==> config.mk <==
export PLATFORM = sky130hd
export DESIGN_NAME = event_readout_scheduler
export DESIGN_NICKNAME = d
export VERILOG_FILES = /design/src/rtl/event_readout_scheduler.sv
export SDC_FILE = /design/constraint.sdc
export NUM_CORES = 1
export LEC_CHECK = 0
export BUFFER_PORTS_ARGS = -buffer_cell sky130_fd_sc_hd__buf_2
export CORE_ASPECT_RATIO = 0.8
export CORE_MARGIN = 2
export CORE_UTILIZATION = 45
export CTS_BUF_LIST = sky130_fd_sc_hd__clkbuf_8
export DETAILED_ROUTE_END_ITERATION = 8
export GPL_TIMING_DRIVEN = 0
export SLEW_MARGIN = 25
export SYNTH_ARGS = -nofsm -noshare
export SYNTH_HDL_FRONTEND = slang
export SYNTH_SLANG_ARGS = --single-unit
==> constraint.sdc <==
create_clock -name clk_i -period 11.37 [get_ports clk_i]
set_input_delay 0 -clock clk_i [delete_from_list [all_inputs] [get_ports clk_i]]
set_output_delay 0 -clock clk_i [all_outputs]
set_load 0.02 [all_outputs]
==> src/rtl/event_readout_scheduler.sv <==
// ---------------------------------------------------------------------------
// event_readout_scheduler
//
// Buffers encoded address events in a first-word-fall-through FIFO and hands
// them to a valid/ready link as bursts. A burst is BURST beats. A flush
// drains a partial FIFO and is started by a group release, or by an idle
// timeout when that option is built in. Each burst or flush ends with a
// last-beat marker. When the FIFO nears full, arb_hold_o asks the pixel
// hierarchy to stall, with hysteresis. Events that find no free slot are
// dropped and counted.
//
// Build option:
//   EVT_TIMEOUT_FLUSH_EN  - when defined, an 8-bit idle timer flushes a
//                           partial burst after TIMEOUT idle cycles. When
//                           undefined, only a group release flushes.
//
// Ports:
//   clk_i          clock
//   reset_i        asynchronous, active-high reset
//   evt_valid_i    event word present this cycle
//   evt_data_i     encoded event word
//   grp_release_i  group release; a rising edge requests a flush
//   arb_hold_o     stall request to the pixel hierarchy
//   out_valid_o    output beat valid
//   out_data_o     output event word (FIFO head), zero when not valid
//   out_last_o     final beat of a burst or flush
//   out_ready_i    downstream accepts the beat
//   fifo_count_o   current FIFO occupancy
//   drop_count_o   dropped events, saturating at 16'hFFFF
// ---------------------------------------------------------------------------
module event_readout_scheduler #(
    parameter int DATA_W   = 32,
    parameter int DEPTH    = 16,
    parameter int BURST    = 4,
    parameter int AFULL_TH = 12,
    parameter int TIMEOUT  = 255
) (
    input  logic                       clk_i,
    input  logic                       reset_i,
    input  logic                       evt_valid_i,
    input  logic [DATA_W-1:0]          evt_data_i,
    input  logic                       grp_release_i,
    output logic                       arb_hold_o,
    output logic                       out_valid_o,
    output logic [DATA_W-1:0]          out_data_o,
    output logic                       out_last_o,
    input  logic                       out_ready_i,
    output logic [$clog2(DEPTH):0]     fifo_count_o,
    output logic [15:0]                drop_count_o
);
    localparam int AW = $clog2(DEPTH);
    localparam int CW = AW + 1;

    localparam logic [CW-1:0] C_DEPTH    = CW'(DEPTH);
    localparam logic [CW-1:0] C_BURST    = CW'(BURST);
    localparam logic [CW-1:0] C_AFULL_HI = CW'(AFULL_TH);
    localparam logic [CW-1:0] C_AFULL_LO = CW'(AFULL_TH - 4);

    typedef enum logic [1:0] {S_IDLE, S_BURST, S_FLUSH} state_t;

    logic [DATA_W-1:0] r_mem [DEPTH];
    logic [AW-1:0]     r_wr_ptr;
    logic [AW-1:0]     r_rd_ptr;
    logic [CW-1:0]     r_count;
    logic [15:0]       r_drop_count;
    logic              r_arb_hold;
    logic              r_release_d;
    logic              r_release_pend;
    state_t            r_state;
    logic [CW-1:0]     r_beat;
    logic [CW-1:0]     r_flush_n;

    logic              w_pop;
    logic              w_push;
    logic              w_drop;
    logic [CW-1:0]     w_count_next;
    logic [CW-1:0]     w_last_idx;
    logic              w_timeout;
    logic              w_start_burst;
    logic              w_start_flush;

    // A slot freed by a pop in this cycle can be reused by a push in the
    // same cycle, so a full FIFO still accepts when it is being read.
    assign w_pop  = (r_state != S_IDLE) && out_ready_i;
    assign w_push = evt_valid_i && ((r_count != C_DEPTH) || w_pop);
    assign w_drop = evt_valid_i && !w_push;

    always_comb begin
        w_count_next = r_count;
        if (w_push && !w_pop)
            w_count_next = r_count + 1'b1;
        else if (!w_push && w_pop)
            w_count_next = r_count - 1'b1;
    end

    assign w_start_burst = (r_state == S_IDLE) && (r_count >= C_BURST);
    assign w_start_flush = (r_state == S_IDLE) && !w_start_burst &&
                           (r_count != '0) && (r_release_pend || w_timeout);

    // FIFO storage. It has no reset: a reset clears the pointers and the
    // count, which discards the contents.
    always_ff @(posedge clk_i) begin
        if (w_push)
            r_mem[r_wr_ptr] <= evt_data_i;
    end

    // Pointers are AW bits wide, so they wrap modulo DEPTH on their own.
    always_ff @(posedge clk_i or posedge reset_i) begin
        if (reset_i) begin
            r_wr_ptr     <= '0;
            r_rd_ptr     <= '0;
            r_count      <= '0;
            r_drop_count <= '0;
        end else begin
            if (w_push)
                r_wr_ptr <= r_wr_ptr + 1'b1;
            if (w_pop)
                r_rd_ptr <= r_rd_ptr + 1'b1;
            r_count <= w_count_next;
            if (w_drop && (r_drop_count != 16'hFFFF))
                r_drop_count <= r_drop_count + 1'b1;
        end
    end

    // The hold flag is computed from the next occupancy, so it changes in
    // the same cycle that fifo_count_o crosses a threshold.
    always_ff @(posedge clk_i or posedge reset_i) begin
        if (reset_i)
            r_arb_hold <= 1'b0;
        else if (w_count_next >= C_AFULL_HI)
            r_arb_hold <= 1'b1;
        else if (w_count_next <= C_AFULL_LO)
            r_arb_hold <= 1'b0;
    end

    // A new release edge wins over the clear, so a release that arrives
    // as a flush starts is not lost.
    always_ff @(posedge clk_i or posedge reset_i) begin
        if (reset_i) begin
            r_release_d    <= 1'b0;
            r_release_pend <= 1'b0;
        end else begin
            r_release_d <= grp_release_i;
            if (grp_release_i && !r_release_d)
                r_release_pend <= 1'b1;
            else if (w_start_flush)
                r_release_pend <= 1'b0;
        end
    end

`ifdef EVT_TIMEOUT_FLUSH_EN
    logic [7:0] r_timer;

    assign w_timeout = (r_timer == 8'(TIMEOUT));

    always_ff @(posedge clk_i or posedge reset_i) begin
        if (reset_i)
            r_timer <= '0;
        else if ((r_state != S_IDLE) || (r_count == '0) || w_start_burst || w_start_flush)
            r_timer <= '0;
        else if (!w_timeout)
            r_timer <= r_timer + 1'b1;
    end
`else
    assign w_timeout = 1'b0;
`endif

    always_ff @(posedge clk_i or posedge reset_i) begin
        if (reset_i) begin
            r_state   <= S_IDLE;
            r_beat    <= '0;
            r_flush_n <= '0;
        end else begin
            case (r_state)
                S_IDLE: begin
                    if (w_start_burst) begin
                        r_state <= S_BURST;
                        r_beat  <= '0;
                    end else if (w_start_flush) begin
                        r_state   <= S_FLUSH;
                        r_flush_n <= r_count;
                        r_beat    <= '0;
                    end
                end
                S_BURST, S_FLUSH: begin
                    if (out_ready_i) begin
                        r_beat <= r_beat + 1'b1;
                        if (out_last_o)
                            r_state <= S_IDLE;
                    end
                end
                default: r_state <= S_IDLE;
            endcase
        end
    end

    // A flush ends after the count latched at its start. Events pushed
    // during the flush stay for the next schedule decision.
    assign w_last_idx = (r_state == S_FLUSH) ? (r_flush_n - 1'b1) : (C_BURST - 1'b1);

    // The head pointer only moves on a handshake, so data and last hold
    // steady while the beat is stalled.
    assign out_valid_o  = (r_state != S_IDLE);
    assign out_last_o   = out_valid_o && (r_beat == w_last_idx);
    assign out_data_o   = out_valid_o ? r_mem[r_rd_ptr] : '0;
    assign arb_hold_o   = r_arb_hold;
    assign fifo_count_o = r_count;
    assign drop_count_o = r_drop_count;

endmodule

==> results.cfg <==
[drt]
wl_mm = 49.07
wire_per_inst_um = 24.97
initialDrtViolationCount = 981
ant_nets = 0
dr.pass1.iters = 5
drc = 0
vias_per_cell = 5.581
vias = 10967

[worst_setup_path]
regToRegStartpoint = r_state[0]$_DFFE_PP0P_
reg2reg_to = r_mem[3][17]$_DFFE_PP_
crit_fanout = 10
worstPathRequired_ps = 11370
crit_arrival_ps = 3740
r2r_cells = 9
start_kind = flip-flop
crit_path_end_kind = output port
reg2reg_slack_ps = 7630
critPathKind = reg -> out
startpoint = r_rd_ptr[1]$_DFFE_PP0N_

[synthesis]
synth-main-ff-cell = edfxtp_1
ys_warn_count = 0
synth_area_um2 = 21900
syn_area_per_cell_um2 = 21.75
synth_edf_count = 512
ys_async_sr_fraction_pct = 7.914
synth_nets = 1057
synthDistinctLibCells = 48
synth_cells = 1007
ys_seq_area_share_pct = 75.22
synth_seq_cells = 556

[timing]
finalSetupViolations = 0
fin_crit_ps = 3740
fin_crit_sh_pct = 32.89
worst_slew_pin_slew_ps = 1051
slew_viol_final = 0
rsz0062_at_grt = false
setup_tns_ps = 0
hold_viol_final = 0
max_freq_mhz = 267.4
timing.slew.headroom_pct = 29.91
skew_ps = 23.41

[pwr]
irDropWorstVdd_mv = 0.1193
netSwitchingPower_mw = 1.963
p_int_mw = 4.155
comb_power_share_pct = 34.1
power.density_nw_per_um2 = 235.8
p_leak_nw = 8.825
swShare_pct = 32.08
p_clk_share_pct = 24.4
pwr-share-seq_pct = 41.5

[clock_network]
cts_sinks = 556
tritoncts = built
htreeDepth = 3
clk_latency_ps = 650
cts.path.max_buffers = 3
cts_resized = 0
path_clk_slew_ps = 60
cts_made_buffers = 86
cts-root-buf = clkbuf_8

[floorplan]
initial_core_util_pct = 45.45
io-pin-count = 93
core_area_um2 = 48200
die_area_um2 = 50470
die_h_um = 201.3
die_x_um = 250.7
rows = 72

[placement]
numPlacedInstances = 1772
gp_congestion = 0.7693
dp_hpwl_mm = 31.73
port_buffers = 91

[run]
drv_cap = 0

[worst_hold_path]
hold_path.class = in -> reg
worstHoldStart = grp_release_i
holdPathStages = 4
holdPathEnd = r_release_pend$_DFFE_PP0P_

[layout]
diodes = 0
utilization_pct = 53.84
finalNonFillerCells = 1965
layout-drive-gt1-share_pct = 32.86
area_delta_synth_final_pct = 18.46
nets = 1319

[run_status]
status = finished, final reports clean

[global_route]
grt_pass1_wl_mm = 73.02
grt_pass1_vias = 11196
track_usage_pct = 19.95
overflow = 0
antenna_found_initial = 0
grt_start_max_net_pins = 27
-- cells in the final DEF (no fill, tap or decap), types with 7 or more instances in the layout --
cell and instances:
nand3_1 11, nor2_1 15, nand2_1 19, xnor2_1 16, clkbuf_1 23, nor3_1 9
xor2_1 11, buf_2 97, inv_1 49, nor2_4 12, dfrtp_1 44, buf_1 7
dlygate4sd3_1 38, clkinv_2 9, mux4_2 160, buf_16 19, clkinv_1 20, and2_1 35
clkbuf_8 91, ha_1 13, buf_4 17, buf_6 14, nand4_1 9, o21ai_0 12
edfxtp_1 512
-- Yosys cell counts (2+ instances only) --
cell type | count | share of area, %
edfxtp_1 | 512 | 70
mux4_2 | 160 | 16
dfrtp_1 | 44 | 5.0
and2_1 | 35 | 1.0
nor2_1 | 27 | 0.46
clkbuf_1 | 23 | 0.39
inv_1 | 19 | 0.33
nand2_1 | 19 | 0.33
xnor2_1 | 16 | 0.64
ha_1 | 13 | 0.74
nor3_1 | 13 | 0.30
o21ai_0 | 12 | 0.27
buf_6 | 11 | 0.57
nand3_1 | 11 | 0.25
xor2_1 | 11 | 0.44
buf_1 | 9 | 0.15
nand4_1 | 9 | 0.26
a21oi_1 | 5 | 0.11
a22o_1 | 5 | 0.20
and3_1 | 5 | 0.14
buf_2 | 4 | 0.091
nand2b_1 | 4 | 0.11
nor4_1 | 4 | 0.11
a21o_1 | 3 | 0.10
mux2_2 | 3 | 0.15
mux2i_1 | 3 | 0.14
a32o_1 | 2 | 0.091
and4_1 | 2 | 0.080
nor2b_1 | 2 | 0.057
nor4bb_1 | 2 | 0.091
or2_2 | 2 | 0.057
-- routing by layer --
metal	global-route usage (%)	up-vias	part of all wire (%)
li1	-	4719	-
met1	30.27	5852	47
met2	29.67	339	46
met3	4.657	57	6.2
met4	4.405	0	1.3
met5	0	-	0
-- worst max path at each step --
| stage | slack [ps] | endpoint |
|---|---|---|
| after floorplan | 6970 | r_mem[3][0]$_DFFE_PP_ |
| after global placement | 3940 | r_mem[2][15]$_DFFE_PP_ |
| after detailed placement | 7760 | r_mem[3][15]$_DFFE_PP_ |
| after CTS | 7590 | out_data_o[0] |
| after global routing | 7430 | r_mem[3][17]$_DFFE_PP_ |
| final | 7630 | out_data_o[0] |
-- power by group through the flow --
stage | clock [mW] | sequential (mW) | combinational [mW]
after floorplan | 0 | 2.58 | 1.37
after global placement | 0 | 2.60 | 1.98
after detailed placement | 0 | 2.58 | 2.11
after CTS | 1.53 | 2.54 | 2.13
after global routing | 1.62 | 2.56 | 2.24
final | 1.49 | 2.54 | 2.09
-- critical path, cell delays in order, from the launching register on --
cell and delay [ps]:
dfrtp_1 470, clkbuf_1 530, clkbuf_1 800, mux4_2 430
mux4_2 460, and2_1 220, buf_2 180
-- layout make-up --
type	instances	area, um2
well taps	629	787.0
repair buffers	174	1620
multi-input cells	385	5204
fillers	3731	22250
plain buffers	47	266.5
inverters	19	71.32
clock inverters	64	270.3
clock buffers	91	1252
flip-flops and latches	556	16480
-- registers in the layout (all words and copies together) (netlist names), 2 cells and up --
signal,flops
r_beat,5
r_wr_ptr,4
r_flush_n,5
r_mem,512
drop_count_o,16
r_state,2
fifo_count_o,5
r_rd_ptr,4
-- logic make-up (layout without fill, tap and decap cells) --
| group | after synthesis | count (layout) | share of synthesized area [%] |
|---|---|---|---|
| buf+inv | 66 | 395 | 1.531 |
| mux | 166 | 166 | 16.74 |
| compound gates | 39 | 39 | 1.240 |
| xor+xnor | 27 | 27 | 1.080 |
| fa+ha+maj | 13 | 13 | 0.7426 |
| flops | 556 | 556 | 75.22 |
| simple gates | 140 | 140 | 3.450 |
-- metrics by stage --
stage	power [mW]	hold WS [ps]	instance area [um2]	setup WS (ps)
2_1_floorplan	3.953	31.43	21900	6969
3_3_place_gp	4.582	125.3	23150	3943
3_5_place_dp	4.691	120.0	24040	7759
4_1_cts	6.204	117.3	25950	7592
5_1_grt	6.420	151.5	25950	7428
6_report	6.118	169.5	25950	7630
-- repair_timing --
action	4_1_cts	5_1_grt
endpoints found under the hold margin	568	0
hold buffers	38	0
setup buffers	0	0
No activity file was read; power rests on OpenSTA's default activity.
